--- src/rtl/hazard_scoreboard_unit.sv ---
// Hazard unit for the F/D/E/M/W pipeline: stall/flush/forwarding control,
// a one-deep scoreboard for multi-cycle mul/div ops, and a stall-cycle counter.
module hazard_scoreboard_unit #(
  parameter int REG_ADDR_W = 5,
  parameter int MD_LATENCY = 4,
  parameter int CNT_W      = 32
) (
  input  logic                  clk,
  input  logic                  rst,
  input  logic [REG_ADDR_W-1:0] rs_d,
  input  logic [REG_ADDR_W-1:0] rt_d,
  input  logic                  use_rs_d,
  input  logic                  use_rt_d,
  input  logic                  branch_d,
  input  logic                  md_d,
  input  logic [REG_ADDR_W-1:0] rs_e,
  input  logic [REG_ADDR_W-1:0] rt_e,
  input  logic [REG_ADDR_W-1:0] rd_e,
  input  logic                  reg_write_e,
  input  logic                  mem_to_reg_e,
  input  logic                  md_issue_e,
  input  logic [REG_ADDR_W-1:0] rd_m,
  input  logic                  reg_write_m,
  input  logic                  mem_to_reg_m,
  input  logic [REG_ADDR_W-1:0] rd_w,
  input  logic                  reg_write_w,
  input  logic                  branch_taken_d,
  output logic                  stall_f,
  output logic                  stall_d,
  output logic                  flush_d,
  output logic                  flush_e,
  output logic                  fwd_a_d,
  output logic                  fwd_b_d,
  output logic [1:0]            fwd_a_e,
  output logic [1:0]            fwd_b_e,
  output logic                  md_busy,
  output logic [REG_ADDR_W-1:0] md_rd,
  output logic                  md_done,
  output logic [CNT_W-1:0]      perf_stall_cycles
);

  localparam int        MD_CNT_W = 4;
  localparam logic [MD_CNT_W-1:0] MD_LOAD = MD_CNT_W'(MD_LATENCY - 1);

  typedef enum logic {
    MD_IDLE = 1'b0,
    MD_BUSY = 1'b1
  } md_state_t;

  md_state_t            md_state;
  logic [MD_CNT_W-1:0]  md_cnt;

  logic lw_stall;
  logic br_stall;
  logic md_stall;
  logic stall;

  // Register 0 is hardwired zero, so it never matches as a hazard source.
  function automatic logic match(input logic [REG_ADDR_W-1:0] x,
                                 input logic [REG_ADDR_W-1:0] y);
    return (x == y) && (y != '0);
  endfunction

  function automatic logic [1:0] fwd_e_sel(input logic [REG_ADDR_W-1:0] src);
    if (reg_write_m && match(src, rd_m))
      return 2'd1;
    else if (reg_write_w && match(src, rd_w))
      return 2'd2;
    else
      return 2'd0;
  endfunction

  always_comb begin
    lw_stall = mem_to_reg_e && reg_write_e &&
               ((use_rs_d && match(rs_d, rd_e)) || (use_rt_d && match(rt_d, rd_e)));

    br_stall = branch_d &&
               ((reg_write_e && (match(rs_d, rd_e) || match(rt_d, rd_e))) ||
                (mem_to_reg_m && reg_write_m &&
                 (match(rs_d, rd_m) || match(rt_d, rd_m))));

    // Released in the md_done cycle: the regfile write-through is visible to D.
    md_stall = md_busy && !md_done &&
               ((use_rs_d && match(rs_d, md_rd)) ||
                (use_rt_d && match(rt_d, md_rd)) || md_d);

    stall = lw_stall || br_stall || md_stall;
  end

  assign stall_f = stall;
  assign stall_d = stall;
  assign flush_e = stall;
  assign flush_d = branch_taken_d && !stall;

  assign fwd_a_d = reg_write_m && match(rs_d, rd_m) && !mem_to_reg_m;
  assign fwd_b_d = reg_write_m && match(rt_d, rd_m) && !mem_to_reg_m;
  assign fwd_a_e = fwd_e_sel(rs_e);
  assign fwd_b_e = fwd_e_sel(rt_e);

  // md_busy covers BUSY plus the md_done cycle, so it is held as its own flop.
  always_ff @(posedge clk) begin
    if (rst) begin
      md_state <= MD_IDLE;
      md_cnt   <= '0;
      md_busy  <= 1'b0;
      md_rd    <= '0;
      md_done  <= 1'b0;
    end else begin
      md_done <= 1'b0;
      case (md_state)
        MD_IDLE: begin
          if (md_issue_e) begin
            md_state <= MD_BUSY;
            md_cnt   <= MD_LOAD;
            md_rd    <= rd_e;
            md_busy  <= 1'b1;
          end else begin
            md_busy  <= 1'b0;
          end
        end
        MD_BUSY: begin
          if (md_cnt == MD_CNT_W'(1)) begin
            md_state <= MD_IDLE;
            md_cnt   <= '0;
            md_done  <= 1'b1;
          end else begin
            md_cnt   <= md_cnt - MD_CNT_W'(1);
          end
        end
        default: begin
          md_state <= MD_IDLE;
          md_cnt   <= '0;
          md_busy  <= 1'b0;
        end
      endcase
    end
  end

  always_ff @(posedge clk) begin
    if (rst)
      perf_stall_cycles <= '0;
    else if (stall && (perf_stall_cycles != '1))
      perf_stall_cycles <= perf_stall_cycles + CNT_W'(1);
  end

endmodule

--- config.mk ---
export PLATFORM = sky130hd
export DESIGN_NAME = hazard_scoreboard_unit
export DESIGN_NICKNAME = d
export VERILOG_FILES = /design/src/rtl/hazard_scoreboard_unit.sv
export SDC_FILE = /design/constraint.sdc
export NUM_CORES = 1
export LEC_CHECK = 0
export BUFFER_PORTS_ARGS = -buffer_cell sky130_fd_sc_hd__buf_2
export CAP_MARGIN = 0
export CELL_PAD_IN_SITES_DETAIL_PLACEMENT = 1
export CELL_PAD_IN_SITES_GLOBAL_PLACEMENT = 2
export CORE_MARGIN = 2
export CORE_UTILIZATION = 28
export CTS_BUF_LIST = sky130_fd_sc_hd__clkbuf_16
export DETAILED_ROUTE_END_ITERATION = 12
export PLACE_DENSITY = 0.83
export REMOVE_ABC_BUFFERS = 1
export SETUP_SLACK_MARGIN = 0.15
export SYNTH_ARGS = -nofsm -noshare
export SYNTH_HDL_FRONTEND = slang
export SYNTH_SLANG_ARGS = --single-unit
--- constraint.sdc ---
create_clock -name clk -period 2.4 [get_ports clk]
set_clock_uncertainty 0.05 [all_clocks]
set_input_delay 0.12 -clock clk [delete_from_list [all_inputs] [get_ports clk]]
set_output_delay 0.12 -clock clk [all_outputs]
set_load 0.05 [all_outputs]
==> impl_metrics.csv, run 1 <==
group,metric,value,unit
power_and_ir_drop,leakage,1.67,nW
global_route,grt_pass1_wl,16200,um
placement,port_buffers,96,
yosys,synthTopCellsByArea,"dfxtp_1, xor2_1, or4_1",
global_route,grt_usage,17.7,%
run_status,status,"finished, final reports clean",
yosys,synth-seq-cells,44,
clock_network,cts_tree,"yes",
timing,final.min_clock_period,2.34,ns
floorplanning,rows,37,
timing,finalSetupTns,0,ns
global_route,grt-ovfl-total,0,
clock_network,cts_inserted_buffers,5,
global_route,grt_pass1_vias,3208,
yosys,yosys.area_share.xor_xnor,15.1,%
clock_network,cts.clk_slew.worst_paths,0.07,ns
critical_path,crit_type,"reg2out",
yosys,synth-compound-area-share,15.7,%
timing,hold_violations,0,
yosys,synth-async-reset-ratio,0,%
yosys,synth_seq_area_share,30.4,%
yosys,synth.distinct_cells,46,
power_and_ir_drop,power.share.combinational,20.5,%
floorplanning,die_height,106,um
placement,placed_cells,590,
clock_network,cts_root_buf,"clkbuf_16",
timing,period_share,97.3,%
timing,clock.fmax,428,MHz
floorplanning,dieArea,0.0112,mm2
yosys,synth_top_family_by_area,"simple AND/OR/NAND/NOR gates",
detailed_routing,wl_per_cell,17.0,um
yosys,avgSynthCellArea,8.19,um2
detailed_routing,antenna_left,0,
yosys,postSynthCellCount,354,
min_path,hold_class,"in2reg",
detailed_routing,drt_iter0_drc,121,
finish,area_growth_syn_to_layout,42.7,%
timing,rsz0062_at_grt,"true",
power_and_ir_drop,p_seq_share,38.4,%
timing,hold_slack,0.0950,ns
clock_network,clock-sinks,44,
yosys,ys_warn_count,0,
flow_run,maxCapViolCount,0,
detailed_routing,first_pass_iters,4,
power_and_ir_drop,clockPowerShare,41.1,%
floorplanning,fp.dieW,106,um
yosys,synth_largest_area_cell,"dfxtp_1",
critical_path,crit_arrival,2.17,ns
detailed_routing,drc,0,
finish,fin_nets,523,
detailed_routing,drt_wl_total,10300,um
power_and_ir_drop,power_density,482,mW/mm2
floorplanning,core_area,0.0102,mm2
placement,place_congestion,0.847,
yosys,synth_most_common_cell,"dfxtp_1",
power_and_ir_drop,switchingPower,0.585,mW
detailed_routing,num_vias,3142,
global_route,grt_antenna_before_repair,0,
timing,setup_viol,0,
yosys,synth_ff_type,"dfxtp_1",
yosys,synth.mux.area_fraction,4.53,%
clock_network,h-tree-depth,2,
finish,layout-drive-gt1-share,40.2,%
yosys,synth_fa_ha_area_share,1.30,%
floorplanning,initial_core_util,28.5,%
critical_path,worstPathMaxFanout,14,
yosys,synth_area,0.00290,mm2
finish,nFillCells,1246,
power_and_ir_drop,power.total,1.99,mW
floorplanning,io-pin-count,97,
timing,slew_viol_final,0,
timing,slew_headroom,56.0,%
critical_path,critPathLaunchType,"register",
power_and_ir_drop,vdd_drop_max,0.000361,V
detailed_routing,routed_via_density,5.16,
yosys,synth_top_area_share,30.4,%
power_and_ir_drop,swShare,29.3,%
placement,place_hpwl,7280,um
clock_network,clockBufferDepth,2,
clock_network,worstSkewPairLatency,0.30,ns
power_and_ir_drop,internal_power,1.41,mW
finish,instances_no_fill,609,
global_route,grt_max_degree,31,
yosys,synth_commonest_cells,"dfxtp_1, xor2_1, a21oi_1",
finish,final_util,40.6,%
finish,diodes,0,
critical_path,end_kind,"output pin",
critical_path,required,2.23,ns
yosys,synth_edf_count,0,
yosys,yosys.area_share.simple,28.1,%
timing,tightest_slew,0.658,ns
registers in the layout, indices dropped and copies added, names as in the netlist:
register and count:
perf_stall_cycles 32, md_done 1, md_busy 1, md_state 1
md_cnt 4, md_rd 5
layer usage:
| layer | GRT usage [%] | part of all wire [%] | up-vias |
|---|---|---|---|
| li1 | - | - | 1532 |
| met1 | 24.1 | 47 | 1509 |
| met2 | 28.8 | 47 | 89 |
| met3 | 3.15 | 4.8 | 12 |
| met4 | 4.51 | 1.2 | 0 |
| met5 | 0 | 0 | - |
layout by cell type, fill, tap and decap left out, types with 14 or more instances in the layout:
| cell type | instances |
|---|---|
| nand3_1 | 20 |
| a21oi_1 | 20 |
| nor2_1 | 23 |
| dfxtp_1 | 38 |
| buf_2 | 93 |
| xor2_1 | 33 |
| xnor2_1 | 16 |
| or4_1 | 14 |
| nand2_1 | 17 |
| buf_4 | 33 |
final cells by class:
class / instances / area, um2 / area share (%)
clock buffer: 5 / 125 / 3.03
clock inverter: 3 / 46.3 / 1.12
inverter: 7 / 26.3 / 0.635
multi-input combinational: 279 / 2010 / 48.6
sequential: 44 / 893 / 21.6
tap: 136 / 170 / 4.11
timing repair buffer: 135 / 863 / 20.9
power groups by stage:
stage | Clock (mW) | Sequential (mW) | Combinational [mW]
after floorplan | 0 | 0.810 | 0.170
after detailed placement | 0 | 0.784 | 0.353
final | 0.819 | 0.767 | 0.409
after global placement | 0 | 0.783 | 0.343
after global routing | 0.861 | 0.770 | 0.438
after CTS | 0.831 | 0.767 | 0.385
what timing repair did:
item,4_1_cts,5_1_grt
pin swaps,1,9
endpoints found under the setup margin,30,33
hold buffers,0,0
buffers inserted,0,8
gates cloned,2,1
gates resized for setup,5,40
worst max-delay path, stage by stage, from the launching register on:
cell	delay, ns
dfxtp_2	0.35
or4_1	0.52
o21ai_1	0.17
o21ai_2	0.10
nor3_4	0.23
buf_12	0.19
and2_1	0.13
buf_4	0.19
final timing paths:
| kind | from | slack (ns) | cells past startpoint | end |
|---|---|---|---|---|
| worst min-delay path | md_issue_e | 0.09 | 2 | md_state$_SDFF_PP0_ |
| worst min register to register | perf_stall_cycles[20]$_SDFFE_PP0P_ | 0.43 | 2 | perf_stall_cycles[20]$_SDFFE_PP0P_ |
| worst max register to register | md_rd[0]$_SDFFE_PP0P_ | 0.06 | 9 | perf_stall_cycles[18]$_SDFFE_PP0P_ |
| worst max-delay path | md_rd[3]$_SDFFE_PP0P_ | 0.06 | 7 | flush_d |
kinds of logic (layout without fill, tap and decap cells):
group / Yosys count / after routing
buffers and inverters: 31 / 150
adder cells (fa/ha/maj): 3 / 3
AO/OA/AOI/OAI: 70 / 70
multiplexers: 12 / 12
AND/OR/NAND/NOR: 144 / 144
XOR/XNOR: 50 / 50
flip-flops: 44 / 44
through the flow:
step,cell area [um2],setup WS (ns)
2_1_floorplan,2780,-1.33
3_3_place_gp,3680,0.0917
3_5_place_dp,3680,-0.0955
4_1_cts,3930,0.0149
5_1_grt,4140,-0.0279
6_report,4140,0.0649
Power figures use the tool's default switching activity.
==> run 2, diff against run 1 <==
CTS_BUF_LIST = sky130_fd_sc_hd__clkbuf_8 sky130_fd_sc_hd__clkbuf_16   (was sky130_fd_sc_hd__clkbuf_16)
PLACE_DENSITY = not set   (was 0.83)
PLACE_DENSITY_LB_ADDON = 0.1   (was not set)
==> impl_metrics.csv, run 2 (synthesis results as in run 1) <==
group,metric,value,unit
detailed_routing,wl_per_cell,17.6,um
power_and_ir_drop,vdd_drop_max,0.000238,V
timing,hold_violations,0,
placement,dp_slack,-0.0666,ns
clock_network,cts_inserted_buffers,5,
power_and_ir_drop,leakage,1.79,nW
timing,rsz0062_at_grt,"true",
clock_network,cts_tree,"yes",
clock_network,cts_root_buf,"clkbuf_8",
clock_network,clock-sinks,44,
critical_path,required,2.23,ns
placement,place_congestion,0.826,
floorplanning,fp.dieW,106,um
finish,largest_reg_flops,32,
timing,final.min_clock_period,2.33,ns
placement,dpl_cell_area,0.00368,mm2
finish,top_register,"perf_stall_cycles",
critical_path,end_kind,"output pin",
detailed_routing,routed_via_density,5.08,
global_route,grt_max_degree,26,
power_and_ir_drop,p_seq_share,40.7,%
timing,slew_headroom,58.4,%
clock_network,clockBufferDepth,2,
detailed_routing,first_pass_iters,4,
min_path,hold_class,"in2reg",
finish,final_common_cell,"buf_2",
run_status,status,"finished, final reports clean",
finish,design_area,0.00453,mm2
critical_path,critPathLaunchType,"register",
critical_path,worstPathMaxFanout,5,
timing,tightest_slew,0.623,ns
clock_network,cts.clk_slew.worst_paths,0.09,ns
detailed_routing,drt_wl_total,10800,um
clock_network,worstSkewPairLatency,0.30,ns
placement,port_buffers,96,
critical_path,crit_arrival,2.16,ns
finish,area_growth_syn_to_layout,56.3,%
finish,fin_nets,530,
finish,reg.largest.list,"perf_stall_cycles (32), md_rd (5), md_cnt (4)",
detailed_routing,drc,0,
floorplanning,die_height,106,um
floorplanning,core_area,0.0102,mm2
floorplanning,initial_core_util,28.5,%
finish,layout_common_cells,"buf_2, xor2_1, buf_4",
finish,layout-drive-gt1-share,48.3,%
placement,place_hpwl,7230,um
global_route,grt_usage,18.6,%
floorplanning,rows,37,
clock_network,h-tree-depth,2,
detailed_routing,num_vias,3130,
global_route,grt_antenna_before_repair,0,
power_and_ir_drop,power.share.combinational,25.2,%
detailed_routing,drt_iter0_drc,79,
timing,clock.fmax,428,MHz
critical_path,crit_type,"reg2out",
power_and_ir_drop,swShare,29.4,%
flow_run,maxCapViolCount,0,
timing,slew_viol_final,0,
timing,period_share,97.3,%
clock_network,postCtsHoldBufs,0,
power_and_ir_drop,switchingPower,0.551,mW
floorplanning,io-pin-count,97,
power_and_ir_drop,power_density,415,mW/mm2
detailed_routing,antenna_left,0,
global_route,grt_pass1_vias,3260,
floorplanning,dieArea,0.0112,mm2
global_route,grt-ovfl-total,0,
power_and_ir_drop,internal_power,1.33,mW
timing,setup_viol,0,
finish,diodes,0,
finish,final_util,44.5,%
timing,setup_ws,0.0654,ns
global_route,grt_pass1_wl,17000,um
power_and_ir_drop,clockPowerShare,34.0,%
==> run 2: changes by cell type in the layout (fill, tap and decap cells not counted), sizes merged <==
cell,previous run,this run
inv,8,7
clkinvlp,1,0
buf,132,140
clkbuf,8,9
==> run 2: path summary, 6_finish.rpt <==
path         slack [ns]                                  to  depth (start not counted)                               start
max                0.07                             stall_d                          8               md_rd[0]$_SDFFE_PP0P_
min                0.10                 md_state$_SDFF_PP0_                          2                          md_issue_e
max reg2reg        0.13  perf_stall_cycles[17]$_SDFFE_PP0P_                          9               md_rd[3]$_SDFFE_PP0P_
min reg2reg        0.45  perf_stall_cycles[16]$_SDFFE_PP0P_                          2  perf_stall_cycles[16]$_SDFFE_PP0P_
==> run 2: power by group through the flow <==
| stage | Sequential (mW) | Clock, mW | Combinational (mW) |
|---|---|---|---|
| global placement | 0.783 | 0 | 0.349 |
| global route | 0.768 | 0.690 | 0.510 |
| CTS | 0.766 | 0.660 | 0.440 |
| detailed placement | 0.785 | 0 | 0.352 |
| finish | 0.764 | 0.639 | 0.474 |
| floorplan | 0.810 | 0 | 0.170 |
==> run 2: stage by stage <==
step	std cells	setup TNS [ns]	power, mW	hold slack [ns]
2_1_floorplan	330	-17.34	0.980	0.139
3_3_place_gp	590	0	1.13	0.399
3_5_place_dp	590	-0.123	1.14	0.408
4_1_cts	610	0	1.87	0.0900
5_1_grt	616	-0.0106	1.97	0.0950
6_report	616	0	1.88	0.100
==> run 2: metal layers <==
layer	wire [um]	track usage, %
met3	341	2.97
met4	63	3.01
met2	5380	32.6
met5	0	0
met1	5060	24.5
==> run 2: timing repair <==
item                                    4_1_cts  5_1_grt
gates cloned                                  4        2
endpoints found under the setup margin       26       36
pin swaps                                    31       35
buffers inserted                              8        4
resized for setup                            41       79
==> run 2: cell type report <==
class | count | area [um2]
flip-flops and latches | 44 | 913
clock buffers | 7 | 96.3
inverters | 7 | 28.8
fillers | 1227 | 5660
well taps | 136 | 170
clock inverters | 1 | 30.0
repair buffers | 142 | 1060
multi-input cells | 279 | 2230
==> run 2: critical path, stage by stage, from the launching register on <==
cell and delay, ns:
dfxtp_4 0.37, or4_4 0.53, o21ai_2 0.14, o21ai_2 0.09
nor3_4 0.26, buf_12 0.18, inv_4 0.03, buf_6 0.12
buf_8 0.14
==> run 3, diff against run 2 <==
REMOVE_ABC_BUFFERS = not set   (was 1)
clock period = 2.55 ns   (was 2.4 ns; I/O delays follow)
==> impl_metrics.csv, run 3 (synthesis results as in run 1) <==
group,metric,value,unit
power_and_ir_drop,internal_power,1.16,mW
flow_run,maxCapViolCount,0,
finish,final_util,37.3,%
finish,regArea,912,um2
finish,diodes,0,
power_and_ir_drop,swShare,29.8,%
timing,tightest_slew,0.673,ns
timing,rsz0062_at_grt,"true",
min_path,hold_class,"in2reg",
timing,slew_headroom,55.1,%
finish,reg.largest.list,"perf_stall_cycles (32), md_rd (5), md_cnt (4)",
finish,final_common_cell,"buf_2",
clock_network,clockBufferDepth,2,
placement,place_hpwl,7180,um
detailed_routing,num_vias,2988,
power_and_ir_drop,clockPowerShare,35.2,%
finish,nFillCells,1250,
finish,area_growth_syn_to_layout,31.1,%
critical_path,crit_arrival,2.49,ns
global_route,grt_usage,16.7,%
clock_network,h-tree-depth,2,
placement,place_congestion,0.814,
yosys,synth_nets,405,
timing,finalSetupTns,0,ns
run_status,status,"finished, final reports clean",
finish,top_register,"perf_stall_cycles",
timing,setup_viol,0,
global_route,grt_antenna_before_repair,0,
timing,period_share,91.8,%
clock_network,clock-sinks,44,
global_route,grt_pass1_wl,15200,um
clock_network,worstSkewPairLatency,0.30,ns
floorplanning,rows,37,
clock_network,cts.clk_slew.worst_paths,0.09,ns
floorplanning,initial_core_util,28.5,%
detailed_routing,antenna_left,0,
global_route,grt_max_degree,33,
critical_path,crit_start,"md_rd[3]$_SDFFE_PP0P_",
placement,port_buffers,96,
timing,clock.fmax,427,MHz
timing,slew_viol_final,0,
detailed_routing,routed_via_density,5.08,
floorplanning,dieArea,0.0112,mm2
critical_path,critPathLaunchType,"register",
floorplanning,fp.dieW,106,um
timing,final.min_clock_period,2.34,ns
floorplanning,die_height,106,um
floorplanning,core_area,0.0102,mm2
detailed_routing,drc,0,
critical_path,reg2reg_from,"md_rd[3]$_SDFFE_PP0P_",
clock_network,cts_tree,"yes",
critical_path,worstPathMaxFanout,15,
power_and_ir_drop,vdd_drop_max,0.000223,V
floorplanning,io-pin-count,97,
finish,layout-drive-gt1-share,37.8,%
finish,layout_common_cells,"buf_2, xor2_1, a21oi_1",
clock_network,postCtsHoldBufs,0,
critical_path,end_kind,"register",
power_and_ir_drop,switchingPower,0.494,mW
finish,largest_reg_flops,32,
detailed_routing,drt_wl_total,9530,um
global_route,grt-ovfl-total,0,
finish,multi_input_area,0.00192,mm2
clock_network,cts_root_buf,"clkbuf_8",
power_and_ir_drop,power.share.combinational,21.0,%
clock_network,cts_inserted_buffers,5,
critical_path,required,2.70,ns
power_and_ir_drop,leakage,1.52,nW
global_route,grt_pass1_vias,3015,
critical_path,crit_type,"reg2reg",
timing,hold_violations,0,
detailed_routing,wl_per_cell,16.2,um
power_and_ir_drop,p_seq_share,43.7,%
finish,fin_nets,502,
min_path,hp-start,"rd_e[4]",
detailed_routing,first_pass_iters,4,
power_and_ir_drop,power_density,436,mW/mm2
detailed_routing,drt_iter0_drc,81,
==> run 3: worst max-delay path, cell delays in order (launching register included) <==
cell and delay (ns):
dfxtp_2 0.36, xor2_1 0.17, nor4_2 0.30, a32oi_1 0.16, o21ai_2 0.18, nor3_4 0.06
buf_12 0.16, buf_4 0.13, nor4_1 0.29, mux2_2 0.37
==> run 3: area by class of cell <==
| cell class | count | share of cell area (%) |
|---|---|---|
| Multi-Input combinational cell | 279 | 50.6 |
| Sequential cell | 44 | 24.0 |
| Timing Repair Buffer | 114 | 17.1 |
| Tap cell | 136 | 4.48 |
| Clock buffer | 6 | 2.17 |
| Clock inverter | 2 | 1.02 |
| Inverter | 7 | 0.692 |
==> run 3: worst paths after layout <==
path | endpoint | slack (ns) | depth (start not counted)
hold reg to reg | perf_stall_cycles[16]$_SDFFE_PP0P_ | 0.44 | 2
hold / removal | md_rd[4]$_SDFFE_PP0P_ | 0.09 | 3
setup / recovery | perf_stall_cycles[5]$_SDFFE_PP0P_ | 0.21 | 9
setup reg to reg | perf_stall_cycles[5]$_SDFFE_PP0P_ | 0.21 | 9
==> run 3: metal layers <==
metal	share of wire [%]	track usage [%]	routed length, um
met1	48	21.7	4560
met4	0.98	3.76	93
met2	48	29.0	4600
met5	0	0	0
met3	2.9	2.47	281
==> run 3: timing repair <==
item                       in CTS  in global routing
setup endpoints to repair      17                 14
gates resized for setup         5                  2
buffers inserted                0                  2
cloned                          0                  1
==> run 3: per-stage QoR <==
stage               power [mW]  instance area [um2]  worst slack (ns)  instances  hold slack (ns)
floorplan                0.956                 2950             0.166        354            0.225
global placement          1.07                 3620             0.186        577            0.396
detailed placement        1.08                 3620            0.0210        577            0.418
CTS                       1.67                 3750             0.178        585           0.0916
global route              1.74                 3800             0.105        588            0.114
finish                    1.66                 3800             0.210        588           0.0917
==> run 3: power groups by stage <==
| stage | logic [mW] | registers [mW] | clock network (mW) |
|---|---|---|---|
| after floorplan | 0.195 | 0.762 | 0 |
| after CTS | 0.342 | 0.725 | 0.604 |
| final | 0.348 | 0.725 | 0.583 |
| after global routing | 0.384 | 0.729 | 0.624 |
| after global placement | 0.333 | 0.740 | 0 |
| after detailed placement | 0.336 | 0.741 | 0 |
